===== src/rtl/controller_sequencer.sv =====
// Purpose : T-state sequencer for a small accumulator CPU; decodes bus-drive and load strobes from the state and the IR opcode.
// Latency : controls are combinational from the current state and ir_in; the state advances one T-state per rising clk with step_en=1.
// Backpressure: step_en=0 freezes the state and suppresses all load/increment strobes; bus drives stay visible.
//
// Ports:
//   clk      rising-edge clock
//   rst      synchronous active-high reset, forces T1 (overrides step_en and HALT)
//   step_en  advance enable
//   ir_in    instruction register, opcode = ir_in[INSTR_WIDTH-1 -: 4]
//   pc_inc, pc_out, mar_load, ram_out, ir_load, ir_out,
//   a_load, a_out, b_load, out_load, alu_sub, alu_out   control strobes
//   t_state  one-hot T-state (bit0 = T1), all zero in HALT
//   halted   high while in HALT
//
// Optional feature macro: CTRL_EARLY_FINISH_EN
//   When defined, idle trailing T-states are skipped: NOP returns T3->T1,
//   OUT returns T4->T1, LDA returns T5->T1. ADD/SUB/HLT timing is unchanged.

module controller_sequencer #(
  parameter int INSTR_WIDTH = 8
) (
  input  logic                   clk,
  input  logic                   rst,
  input  logic                   step_en,
  input  logic [INSTR_WIDTH-1:0] ir_in,
  output logic                   pc_inc,
  output logic                   pc_out,
  output logic                   mar_load,
  output logic                   ram_out,
  output logic                   ir_load,
  output logic                   ir_out,
  output logic                   a_load,
  output logic                   a_out,
  output logic                   b_load,
  output logic                   out_load,
  output logic                   alu_sub,
  output logic                   alu_out,
  output logic [5:0]             t_state,
  output logic                   halted
);

  localparam logic [3:0] OP_LDA = 4'b0000;
  localparam logic [3:0] OP_ADD = 4'b0001;
  localparam logic [3:0] OP_SUB = 4'b0010;
  localparam logic [3:0] OP_OUT = 4'b1110;
  localparam logic [3:0] OP_HLT = 4'b1111;

  typedef enum logic [2:0] {
    S_T1   = 3'd0,
    S_T2   = 3'd1,
    S_T3   = 3'd2,
    S_T4   = 3'd3,
    S_T5   = 3'd4,
    S_T6   = 3'd5,
    S_HALT = 3'd6
  } state_e;

  state_e     state_q;
  state_e     state_d;
  logic [3:0] opcode;
  logic       is_nop;

  assign opcode = ir_in[INSTR_WIDTH-1 -: 4];

  // Operand bits are not needed by the sequencer itself.
  generate
    if (INSTR_WIDTH > 4) begin : g_operand
      logic unused_operand;
      assign unused_operand = ^ir_in[INSTR_WIDTH-5:0];
    end
  endgenerate

  always_comb begin
    is_nop = 1'b1;
    case (opcode)
      OP_LDA, OP_ADD, OP_SUB, OP_OUT, OP_HLT: is_nop = 1'b0;
      default:                                is_nop = 1'b1;
    endcase
  end

  // Next-state logic. Holding when step_en is low is folded in here so the
  // state register only has to choose between reset and state_d.
  always_comb begin
    state_d = state_q;
    if (step_en) begin
      case (state_q)
        S_T1: state_d = S_T2;
        S_T2: state_d = S_T3;
        S_T3: begin
`ifdef CTRL_EARLY_FINISH_EN
          state_d = is_nop ? S_T1 : S_T4;
`else
          state_d = S_T4;
`endif
        end
        S_T4: begin
          if (opcode == OP_HLT) begin
            state_d = S_HALT;
          end else begin
`ifdef CTRL_EARLY_FINISH_EN
            state_d = (opcode == OP_OUT) ? S_T1 : S_T5;
`else
            state_d = S_T5;
`endif
          end
        end
        S_T5: begin
`ifdef CTRL_EARLY_FINISH_EN
          state_d = (opcode == OP_LDA) ? S_T1 : S_T6;
`else
          state_d = S_T6;
`endif
        end
        S_T6:    state_d = S_T1;
        S_HALT:  state_d = S_HALT;
        default: state_d = S_T1;
      endcase
    end
  end

  always_ff @(posedge clk) begin
    if (rst) begin
      state_q <= S_T1;
    end else begin
      state_q <= state_d;
    end
  end

  // Raw strobes before step_en gating. Only load/increment strobes are gated
  // so a stalled cycle never commits anything, while the bus keeps its value.
  logic pc_inc_raw;
  logic mar_load_raw;
  logic ir_load_raw;
  logic a_load_raw;
  logic b_load_raw;
  logic out_load_raw;

  always_comb begin
    pc_inc_raw   = 1'b0;
    mar_load_raw = 1'b0;
    ir_load_raw  = 1'b0;
    a_load_raw   = 1'b0;
    b_load_raw   = 1'b0;
    out_load_raw = 1'b0;
    pc_out       = 1'b0;
    ram_out      = 1'b0;
    ir_out       = 1'b0;
    a_out        = 1'b0;
    alu_out      = 1'b0;
    alu_sub      = 1'b0;
    t_state      = 6'b000000;
    halted       = 1'b0;
    case (state_q)
      S_T1: begin
        t_state      = 6'b000001;
        pc_out       = 1'b1;
        mar_load_raw = 1'b1;
      end
      S_T2: begin
        t_state    = 6'b000010;
        pc_inc_raw = 1'b1;
      end
      S_T3: begin
        t_state     = 6'b000100;
        ram_out     = 1'b1;
        ir_load_raw = 1'b1;
      end
      S_T4: begin
        t_state = 6'b001000;
        case (opcode)
          OP_LDA, OP_ADD, OP_SUB: begin
            ir_out       = 1'b1;
            mar_load_raw = 1'b1;
          end
          OP_OUT: begin
            a_out        = 1'b1;
            out_load_raw = 1'b1;
          end
          default: ;
        endcase
      end
      S_T5: begin
        t_state = 6'b010000;
        case (opcode)
          OP_LDA: begin
            ram_out    = 1'b1;
            a_load_raw = 1'b1;
          end
          OP_ADD, OP_SUB: begin
            ram_out    = 1'b1;
            b_load_raw = 1'b1;
          end
          default: ;
        endcase
      end
      S_T6: begin
        t_state = 6'b100000;
        if (opcode == OP_ADD || opcode == OP_SUB) begin
          alu_out    = 1'b1;
          a_load_raw = 1'b1;
          alu_sub    = (opcode == OP_SUB);
        end
      end
      S_HALT: begin
        halted = 1'b1;
      end
      default: ;
    endcase
  end

  assign pc_inc   = pc_inc_raw   & step_en;
  assign mar_load = mar_load_raw & step_en;
  assign ir_load  = ir_load_raw  & step_en;
  assign a_load   = a_load_raw   & step_en;
  assign b_load   = b_load_raw   & step_en;
  assign out_load = out_load_raw & step_en;

endmodule

===== config.mk =====
export PLATFORM = sky130hd
export DESIGN_NAME = controller_sequencer
export DESIGN_NICKNAME = d
export VERILOG_FILES = /design/src/rtl/controller_sequencer.sv
export SDC_FILE = /design/constraint.sdc
export NUM_CORES = 1
export LEC_CHECK = 0
export ABC_CLOCK_PERIOD_IN_PS = 2200
export CORE_AREA = 2 2 39 41
export CTS_BUF_LIST = sky130_fd_sc_hd__clkbuf_8
export CTS_CLUSTER_DIAMETER = 60
export DETAILED_ROUTE_END_ITERATION = 10
export DIE_AREA = 0 0 41 43
export GPL_TIMING_DRIVEN = 0
export HOLD_SLACK_MARGIN = 0.15
export PLACE_DENSITY_LB_ADDON = 0.15
export SLEW_MARGIN = 20
export SYNTH_ARGS = -nofsm -noshare
export SYNTH_HDL_FRONTEND = slang
export SYNTH_SLANG_ARGS = --single-unit

===== constraint.sdc =====
create_clock -name clk -period 2.2 [get_ports clk]
set_input_delay 0.33 -clock clk [delete_from_list [all_inputs] [get_ports clk]]
set_output_delay 0.33 -clock clk [all_outputs]
set_load 0.05 [all_outputs]

Word-level counts from Yosys, hierarchy flattened
Cells that the tools add are included.

Eq/ne operators: 10. Mux-type cells: 21. Bitwise operators: 6. Reductions and logical operators: 5.

Operators by type and width (count): $pmux 6 s6 (1); $pmux 3 s6 (1); $mux 1 (15); $eq 3x3->1 const B (3); $eq 4x4->1 const B (2); $and 1x1->1 (6); $eq 3x2->1 const B (2); $pmux 1 s2 (3); $eq 4x1->1 const B (1); $eq 4x2->1 const B (1); $logic_not 4->1 (1); $eq 3x1->1 const B (1); $logic_not 3->1 (1); $reduce_or 3->1 (1); $mux 2 (1); $reduce_or 2->1 (1); $logic_or 1x1->1 (1).

Flip-flop bits (word level): 3. Input bits: 11. Output and inout bits: 19. Word-level logic and storage cells: 43.

Depth between registers and ports, before layout
Gate-level depths: netlist of run 1.

Depth in word-level cells: 5. Mapped depth: 4.

Worst setup path after synthesis of run 1
Ideal clock, no wire load.

Kind: reg2out. Start: reg state_q[1]. End: out mar_load. Data arrival time: 2.155 ns. Path slack: -0.285 ns. Cell stages (with the launch flop): 4. Cells stage by stage: dfxtp_1 > buf_2 > nor3_1 > o21a_1.

Cells in the longest elaborated chain, start to end: 3. Elaborated cells on any way between the ends: 4. Classes of those cells: 1 x eq/ne; 1 x mux; 1 x bitwise; 1 x reduce/logical.

RTL lines: start, declared (RTL line 58) `state_e state_q;`; start signal, assigned (RTL line 125) `state_q <= state_d;`; $eq 3x2->1 / $logic_not 3->1 (equally long branches) (RTL line 153) `case (state_q)`; $pmux 1 s2 * (RTL line 153); $and 1x1->1 * (RTL line 212) `assign mar_load = mar_load_raw & step_en;`; end, declared (RTL line 28) `output logic mar_load,`.

Every way passes the cells marked *; elsewhere a longest branch is shown, timed or not.

Worst setup path after layout of run 1
Start: in ir_in[5]. End: out a_load.

Cells in the longest elaborated chain, start to end: 5. Elaborated cells on any way between the ends: 8. Classes of those cells: 2 x eq/ne; 3 x mux; 1 x bitwise; 2 x reduce/logical.

RTL lines: start, declared (RTL line 25) `input logic [INSTR_WIDTH-1:0] ir_in,`; $eq 4x1->1 / $eq 4x2->1 (equally long branches); $logic_or 1x1->1 (RTL line 198) `if (opcode == OP_ADD || opcode == OP_SUB) begin`; $mux 1 (RTL line 198); $pmux 1 s2 * (RTL line 153); $and 1x1->1 * (RTL line 214) `assign a_load = a_load_raw & step_en;`; end, declared (RTL line 32) `output logic a_load,`.

Marks and branches as above.

==> results of run 1 <==
-- cell type report --
| class | count | area share, % |
|---|---|---|
| flip-flops and latches | 3 | 9.430 |
| plain buffers | 4 | 4.912 |
| repair buffers | 25 | 34.18 |
| clock inverters | 1 | 0.5894 |
| well taps | 16 | 3.143 |
| clock buffers | 3 | 6.483 |
| multi-input cells | 38 | 39.49 |
| inverters | 3 | 1.768 |
-- Yosys cell counts (all sizes together) --
library cell,n,share of area (%)
nand2,7,7.6
a211o,2,5.5
xnor2,2,5.1
a21oi,2,2.9
nand4,1,1.8
and2,2,3.6
nor2,5,5.5
inv,3,3.3
nor3b,2,5.8
nor3,5,8.7
or3,2,3.6
buf,4,9.1
nand4b,1,2.5
o21a,1,2.2
nand3b,1,2.2
dfxtp,3,17
o21bai,1,2.2
or2b,1,2.2
and3b,1,2.5
a2111oi,1,4.4
nand2b,1,1.8
-- report_power, final --
group	leakage [nW]	switching, mW	internal (mW)	total [mW]
Clock	0.0269	0.0322	0.118	0.151
Sequential	0.0246	0.00243	0.0584	0.0609
Combinational	0.253	0.0909	0.0529	0.144
-- critical path, stage by stage --
cell	delay, ns
clkdlybuf4s50_1	0.49
or3_1	0.39
a2111oi_2	0.35
buf_4	0.25
-- routing by layer --
metal  global-route usage, %  vias to the layer above  part of all wire [%]
met4                   6.000                        0                     0
met5                       0                        -                     0
met2                   17.50                       17                    43
li1                        -                      222                     -
met3                   1.571                        0                   8.4
met1                   15.29                      167                    48
-- worst max-delay path by stage --
stage | slack, ns | depth (start not counted) | start | endpoint
floorplan | -0.003 | 3 | ir_in[4] | mar_load
global placement | -0.55 | 4 | ir_in[5] | a_load
detailed placement | -0.55 | 4 | ir_in[5] | a_load
CTS | 0.002 | 4 | ir_in[5] | a_out
global route | -0.06 | 4 | ir_in[5] | a_load
finish | 0.05 | 4 | ir_in[5] | a_load
-- through the flow --
step,hold WS (ns),setup slack (ns),instances
2_1_floorplan,0.3991,-0.003294,48
3_3_place_gp,0.6239,-0.5484,89
3_5_place_dp,0.6238,-0.5525,89
4_1_cts,0.6278,0.001509,93
5_1_grt,0.6787,-0.05719,93
6_report,0.6258,0.04855,93
-- cell usage in the layout, fill, tap and decap left out, types with 3 or more instances in the layout --
cell	count
nor2_1	5
clkdlybuf4s50_1	11
clkbuf_2	4
dlygate4sd2_1	4
nor3_2	3
buf_4	3
nand2_1	7
clkbuf_8	3
dfxtp_1	3
inv_1	4
buf_2	3
-- what timing repair did --
item                       in CTS  in global routing
hold buffers                    0                  0
setup endpoints to repair      12                 10
buffers inserted                0                  0
resized for setup              24                 13
-- cells by family (layout without fill, tap and decap cells) --
kind of cell | after synthesis | in the layout | synth area share, %
AOI/OAI and AO/OA | 7 | 7 | 17.09
xor gates and xnor gates | 2 | 2 | 5.092
buffers and inverters | 7 | 36 | 12.36
DFF | 3 | 3 | 17.46
and+or+nand+nor | 29 | 29 | 48.01
==> results.txt, run 1 <==
Synth warnings - 0
Placer congestion estimate - 0.6889
Hold Path Class - reg2reg
Cell Area, Placed - 624.3 sq um
Drt initial violations - 12
Sequential cell area - 60.06 sq um
Clock Latency Late Sink - 0.21 ns
Post-DP HPWL - 742.3 microns
Synth Register Bits - 3
Via count - 406
Max rail drop VDD - 443.0 uV
Seq/Total Area, Yosys - 17.45%
Reg2reg setup slack - 1.10 ns
Final setup violation count - 0
Reg2Reg Depth - 4
R2r endpoint - state_q[1]$_SDFFE_PP0P_
CTS Buffer Depth - 2
NumNets Final - 89
Total chip power - 0.3552 mW
Critical Path AT - 1.82 ns
Io pins - 30
WP data required - 1.87 ns
Final Hold Viols - 0
FMAX - 464.8 MHz
Final setup TNS - 0 ns
WHS Endpoint - state_q[2]$_SDFFE_PP0P_
Drt first pass iters - 2
Post-Syn Nets - 59
Hold path cells - 3
Synth-to-layout area growth - 85.09%
GRT Total Usage - 11.61%
H-tree depth - 1
CTS Root Cell - clkbuf_8
Reg with most FFs - state_q
Max cap viols - 0
Die Span X - 41 microns
Via density - 4.366
Row cnt - 14
RSZ-0062 raised after global routing - yes
Worst Max-Slew Pin Slew - 0.5019 ns
Worst setup EP type - output pin
Routed WL - 979 microns
Layout cells sized above 1 - 25.97%
Post-route ant nets - 0
Vias in the first global route - 338
Avg Synthesized Cell Area - 7.168 sq um
Cells after synthesis - 48
Layout Skew - 0.0007934 ns
Power per cell area - 557.8 mW/mm^2
Initial antenna violation count - 0
Drt drc - 0
Global-route wire length before repair - 1.407 mm
PortBufs - 25
Sink Count - 3
Min cycle time layout - 2.151 ns
DIE AREA - 0.001763 sq mm
Slew Limit Headroom - 66.48%
WL per Instance - 10.53 microns
Filler Cell Count - 147
Status - complete, no violations
Worst-path clk slew - 0.03 ns
N_diodes - 0
Hold path startpoint - state_q[2]$_SDFFE_PP0P_
Post-layout util - 46.02%
Worst-path fanout max - 5
Reg2reg start - state_q[0]$_SDFFE_PP0P_
Mapped Area - 344.1 sq um
TritonCTS buffer count - 3
Critical Path Start Type - primary input
Grt total ovfl - 0
Core Area - 0.001384 sq mm
Area of the multi-input gates - 251.5 sq um
Final non-filler cell area - 636.9 sq um
Largest register FFs - 3
Max-slew violations - 0
Pleak - 0.3049 nW
Largest net degree at the start of global routing - 11
Die Y - 43 microns
TritonCTS clock tree - yes
Library cells used by synthesis - 26
Final period util - 97.79%
Largest regs - state_q: 3 flops
Initial Util - 24.86%
WS Path Type - in2out
Note: power is estimated with default switching activity, not from simulation.
==> run 2, diff against run 1 <==
--- a/config.mk
+++ b/config.mk
@@ -5,7 +5,7 @@
 export SDC_FILE = /design/constraint.sdc
 export NUM_CORES = 1
 export LEC_CHECK = 0
-export ABC_CLOCK_PERIOD_IN_PS = 2200
+export ABC_CLOCK_PERIOD_IN_PS = 2300
 export CORE_AREA = 2 2 39 41
 export CTS_BUF_LIST = sky130_fd_sc_hd__clkbuf_8
 export CTS_CLUSTER_DIAMETER = 60
==> constraint.sdc (replaced) <==
create_clock -name clk -period 2.3 [get_ports clk]
set_input_delay 0.345 -clock clk [delete_from_list [all_inputs] [get_ports clk]]
set_output_delay 0.345 -clock clk [all_outputs]
set_load 0.05 [all_outputs]
==> results.txt, run 2 (synthesized netlist as in run 1, its figures left out) <==
Post-route ant nets - 0
PortBufs - 25
TritonCTS buffer count - 3
WL per Instance - 10.48 microns
NumNets Final - 89
Dpl cells - 89
Combinational power share - 40.8%
Min cycle time layout - 2.220 ns
Die Y - 43 microns
Clock network power share - 42.2%
Clock Latency Late Sink - 0.21 ns
Power per cell area - 523.9 mW/mm^2
Total chip power - 0.3422 mW
Final hold slack - 0.6237 ns
Worst setup EP type - output pin
Vias in the first global route - 345
Final setup TNS - 0 ns
Critical Path AT - 1.88 ns
Largest regs - state_q: 3 flops
Synth-to-layout area growth - 89.82%
Pleak - 0.2898 nW
TritonCTS clock tree - yes
FMAX - 450.4 MHz
Max rail drop VDD - 421.3 uV
Core Area - 0.001384 sq mm
Hold Path Class - reg2reg
Most frequent cells in the layout - 13 x clkdlybuf4s50_1, 7 x nand2_1, 7 x dlygate4sd2_1
CTS Root Cell - clkbuf_8
Worst-path fanout max - 5
Io pins - 30
Hold buffer count at cts - 0
Post-DP HPWL - 751.2 microns
Post-layout util - 47.20%
# Post-CTS Setup Buffers - 0
Layout cells sized above 1 - 19.48%
Routed WL - 975 microns
Via count - 420
H-tree depth - 1
Drt first pass iters - 4
Grt total ovfl - 0
Final setup violation count - 0
Row cnt - 14
Largest register FFs - 3
Sink Count - 3
Switching part of the total power - 35.15%
Initial antenna violation count - 0
CTS Buffer Depth - 2
Drt drc - 0
Status - complete, no violations
Worst-path clk slew - 0.03 ns
Die Span X - 41 microns
Via density - 4.516
Reg with most FFs - state_q
Initial Util - 24.86%
WP data required - 1.96 ns
Max cap viols - 0
Sw power - 0.1203 mW
Final Hold Viols - 0
Final period util - 96.54%
Largest net degree at the start of global routing - 11
Layout Skew - 0.0003901 ns
N_diodes - 0
Worst Max-Slew Pin Slew - 0.4980 ns
Final non-filler cell total - 93
Drt initial violations - 6
WS Path Type - in2out
Slew Limit Headroom - 66.69%
RSZ-0062 raised after global routing - no
DIE AREA - 0.001763 sq mm
Placer congestion estimate - 0.6738
Cell internal pwr - 0.2219 mW
GRT Total Usage - 11.91%
Critical Path Start Type - primary input
Max-slew violations - 0
Global-route wire length before repair - 1.455 mm
Commonest non-fill, non-tap cell in the layout - clkdlybuf4s50_1
Flop pwr share - 17.0%
[run 2: cell types whose count changed in the layout (fill, tap and decap cells not counted)]
cell | previous run | this run
dlygate4sd2_1 | 4 | 7
buf_2 | 3 | 2
buf_4 | 3 | 2
dlymetal6s2s_1 | 2 | 0
clkdlybuf4s50_1 | 11 | 13
clkbuf_2 | 4 | 0
nor3_2 | 3 | 2
clkdlybuf4s15_2 | 0 | 2
clkdlybuf4s15_1 | 1 | 2
nor3_1 | 2 | 3
[run 2: worst paths after layout]
kind                           start                       to  slack [ns]  cells after the start
max                         ir_in[5]                   a_load        0.08                      4
min          state_q[2]$_SDFFE_PP0P_  state_q[2]$_SDFFE_PP0P_        0.62                      3
min reg2reg  state_q[2]$_SDFFE_PP0P_  state_q[2]$_SDFFE_PP0P_        0.62                      3
max reg2reg  state_q[0]$_SDFFE_PP0P_  state_q[1]$_SDFFE_PP0P_        1.19                      4
[run 2: layout make-up]
| cell class | count | area, sq um |
|---|---|---|
| timing repair buffer | 25 | 239.0 |
| inverter | 3 | 11.26 |
| clock inverter | 1 | 3.754 |
| multi-input combinational | 38 | 246.5 |
| sequential | 3 | 60.06 |
| tap | 16 | 20.02 |
| fill | 166 | 730.7 |
| buffer | 4 | 31.28 |
| clock buffer | 3 | 41.29 |
[run 2: metal layers]
layer / wire [microns] / share of wire (%) / track usage [%] / up-vias
met4: 0 / 0 / 6.000 / 0
met3: 98 / 10 / 2.618 / 0
met2: 428 / 44 / 17.81 / 19
met5: 0 / 0 / 0 / -
met1: 448 / 46 / 15.29 / 176
li1: - / - / - / 225
[run 2: critical path, stage by stage]
cell and delay [ns]:
clkdlybuf4s50_1 0.48, or3_1 0.39, a2111oi_2 0.35, buf_2 0.32
[run 2: what timing repair did]
item / in CTS / in global routing
setup endpoints to repair: 12 / 2
hold endpoints to repair: 0 / 0
pin swaps: 0 / 0
gates resized for setup: 21 / 2
[run 2: power by group through the flow]
stage	clock network (mW)	registers, mW	logic [mW]
floorplan	0	0.0585	0.0950
global placement	0	0.0589	0.143
detailed placement	0	0.0591	0.143
CTS	0.148	0.0584	0.140
global route	0.155	0.0589	0.147
finish	0.144	0.0583	0.140
[run 2: metrics by stage]
step	setup slack, ns	cell area [sq um]
final	0.07962	653.1
after global routing	0.01082	653.1
after CTS	0.06470	650.6
after detailed placement	-0.4761	619.3
after global placement	-0.4702	619.3
after floorplan	0.01619	349.1
==> run 3, diff against run 2 <==
--- a/config.mk
+++ b/config.mk
@@ -6,15 +6,17 @@
 export NUM_CORES = 1
 export LEC_CHECK = 0
 export ABC_CLOCK_PERIOD_IN_PS = 2300
-export CORE_AREA = 2 2 39 41
+export CELL_PAD_IN_SITES_DETAIL_PLACEMENT = 0
+export CELL_PAD_IN_SITES_GLOBAL_PLACEMENT = 1
+export CORE_MARGIN = 1.5
+export CORE_UTILIZATION = 20
 export CTS_BUF_LIST = sky130_fd_sc_hd__clkbuf_8
 export CTS_CLUSTER_DIAMETER = 60
 export DETAILED_ROUTE_END_ITERATION = 10
-export DIE_AREA = 0 0 41 43
 export GPL_TIMING_DRIVEN = 0
 export HOLD_SLACK_MARGIN = 0.15
 export PLACE_DENSITY_LB_ADDON = 0.15
-export SLEW_MARGIN = 20
+export SLEW_MARGIN = 40
 export SYNTH_ARGS = -nofsm -noshare
 export SYNTH_HDL_FRONTEND = slang
 export SYNTH_SLANG_ARGS = --single-unit
==> results.txt, run 3 (synthesized netlist as in run 1, its figures left out) <==
H-tree depth - 1
Max rail drop VDD - 284.2 uV
Sink Count - 3
Most frequent cells in the layout - 12 x clkdlybuf4s50_1, 7 x nand2_1, 7 x dlygate4sd2_1
Reg with most FFs - state_q
Max cap viols - 0
Reg2Reg Depth - 4
Crit path from - ir_in[5]
GRT Total Usage - 10.98%
Largest register FFs - 3
PortBufs - 25
Post-route ant nets - 0
WL per Instance - 11.28 microns
Largest net degree at the start of global routing - 11
FMAX - 447.7 MHz
Area of the multi-input gates - 246.5 sq um
Worst stage delay on the critical path - 0.49 ns
Post-DP HPWL - 775.9 microns
Worst setup margin - 0.06636 ns
Drt drc - 0
Worst setup EP type - output pin
Clock Latency Late Sink - 0.22 ns
Max-slew violations - 0
Initial antenna violation count - 0
Slew Limit Headroom - 66.63%
Total chip power - 0.3479 mW
Die Span X - 44.48 microns
Power per cell area - 538.8 mW/mm^2
RSZ-0062 raised after global routing - no
Reg2reg start - state_q[0]$_SDFFE_PP0P_
Via density - 4.688
Io pins - 30
WHS Endpoint - state_q[2]$_SDFFE_PP0P_
WS Path Type - in2out
TritonCTS clock tree - yes
Worst path slowest cell - clkdlybuf4s50_1
Drt first pass iters - 6
Final setup TNS - 0 ns
Critical Path Start Type - primary input
Via count - 436
Final period util - 97.11%
Largest regs - state_q: 3 flops
Final setup violation count - 0
Pre-CTS setup slack - -0.4790 ns
NumNets Final - 89
Layout cells sized above 1 - 22.08%
Reg2reg setup slack - 1.22 ns
Hold path startpoint - state_q[2]$_SDFFE_PP0P_
Min cycle time layout - 2.234 ns
CTS Root Cell - clkbuf_8
Pleak - 0.3070 nW
WP data required - 1.96 ns
Initial Util - 22.07%
Worst Max-Slew Pin Slew - 0.4990 ns
Commonest non-fill, non-tap cell in the layout - clkdlybuf4s50_1
Layout Skew - 0.001079 ns
Hold path cells - 3
Sequential cell area - 60.06 sq um
R2r endpoint - state_q[1]$_SDFFE_PP0P_
TritonCTS buffer count - 3
Routed WL - 1.049 mm
Synth-to-layout area growth - 87.64%
Worst-path fanout max - 5
Row cnt - 14
Drt initial violations - 11
CTS Buffer Depth - 2
Placer congestion estimate - 0.6688
Final Hold Viols - 0
Global-route wire length before repair - 1.593 mm
Crit-path cells - clkdlybuf4s50_1 > or3_1 > a2111oi_2 > buf_2
Grt total ovfl - 0
Worst-path clk slew - 0.03 ns
Die Y - 44.48 microns
Final hold slack - 0.6258 ns
Status - complete, no violations
N_diodes - 0
Filler Cell Count - 177
Vias in the first global route - 377
Hold Path Class - reg2reg
Critical Path AT - 1.89 ns
Core Area - 0.001559 sq mm
DIE AREA - 0.001978 sq mm
-- run 3: cell types whose count changed in the layout (fill, tap and decap cells not counted), sizes merged --
cell,previous run,this run
clkdlybuf4s15,4,2
clkbuf,3,5
dlymetal6s2s,0,1
clkdlybuf4s50,13,12
-- run 3: routing by layer --
| layer | vias to the layer above | global-route usage (%) | wire, microns |
|---|---|---|---|
| li1 | 221 | - | - |
| met1 | 191 | 13.83 | 477 |
| met4 | 0 | 7.273 | 13 |
| met3 | 2 | 3.265 | 100 |
| met2 | 22 | 15.94 | 457 |
| met5 | - | 0 | 0 |
-- run 3: final cells by class --
| class | count | area share (%) |
|---|---|---|
| multi-input combinational | 38 | 38.18 |
| timing repair buffer | 25 | 35.85 |
| sequential | 3 | 9.302 |
| clock buffer | 3 | 6.395 |
| buffer | 4 | 4.845 |
| tap | 16 | 3.101 |
| inverter | 3 | 1.744 |
| clock inverter | 1 | 0.5814 |
-- run 3: worst max path at each step --
stage	endpoint
finish	a_load
global route	a_load
CTS	ram_out
detailed placement	a_load
global placement	a_load
floorplan	b_load
-- run 3: per-stage QoR --
stage                     instances  util, %  instance area, sq um
after floorplan                  48        -                 349.1
after global placement           89    39.73                 619.3
after detailed placement         89    39.73                 619.3
after CTS                        93    41.73                 650.6
after global routing             93    41.41                 645.6
final                            93    41.41                 645.6
-- run 3: power by group --
| part | internal (mW) | leakage [nW] | switching [mW] |
|---|---|---|---|
| Clock | 0.114 | 0.0269 | 0.0363 |
| Combinational | 0.0523 | 0.256 | 0.0873 |
| Sequential | 0.0559 | 0.0246 | 0.00237 |
| Total | 0.222 | 0.307 | 0.126 |
-- run 3: worst max-delay path, delay by kind of cell --
family | cells | cell delay [ns]
compound gates | 1 | 0.34
buf+inv | 2 | 0.80
simple gates | 1 | 0.39
-- run 3: repair_timing --
item	4_1_cts	5_1_grt
hold buffers	0	0
setup endpoints to repair	12	3
buffers inserted	0	0
resized for setup	21	5
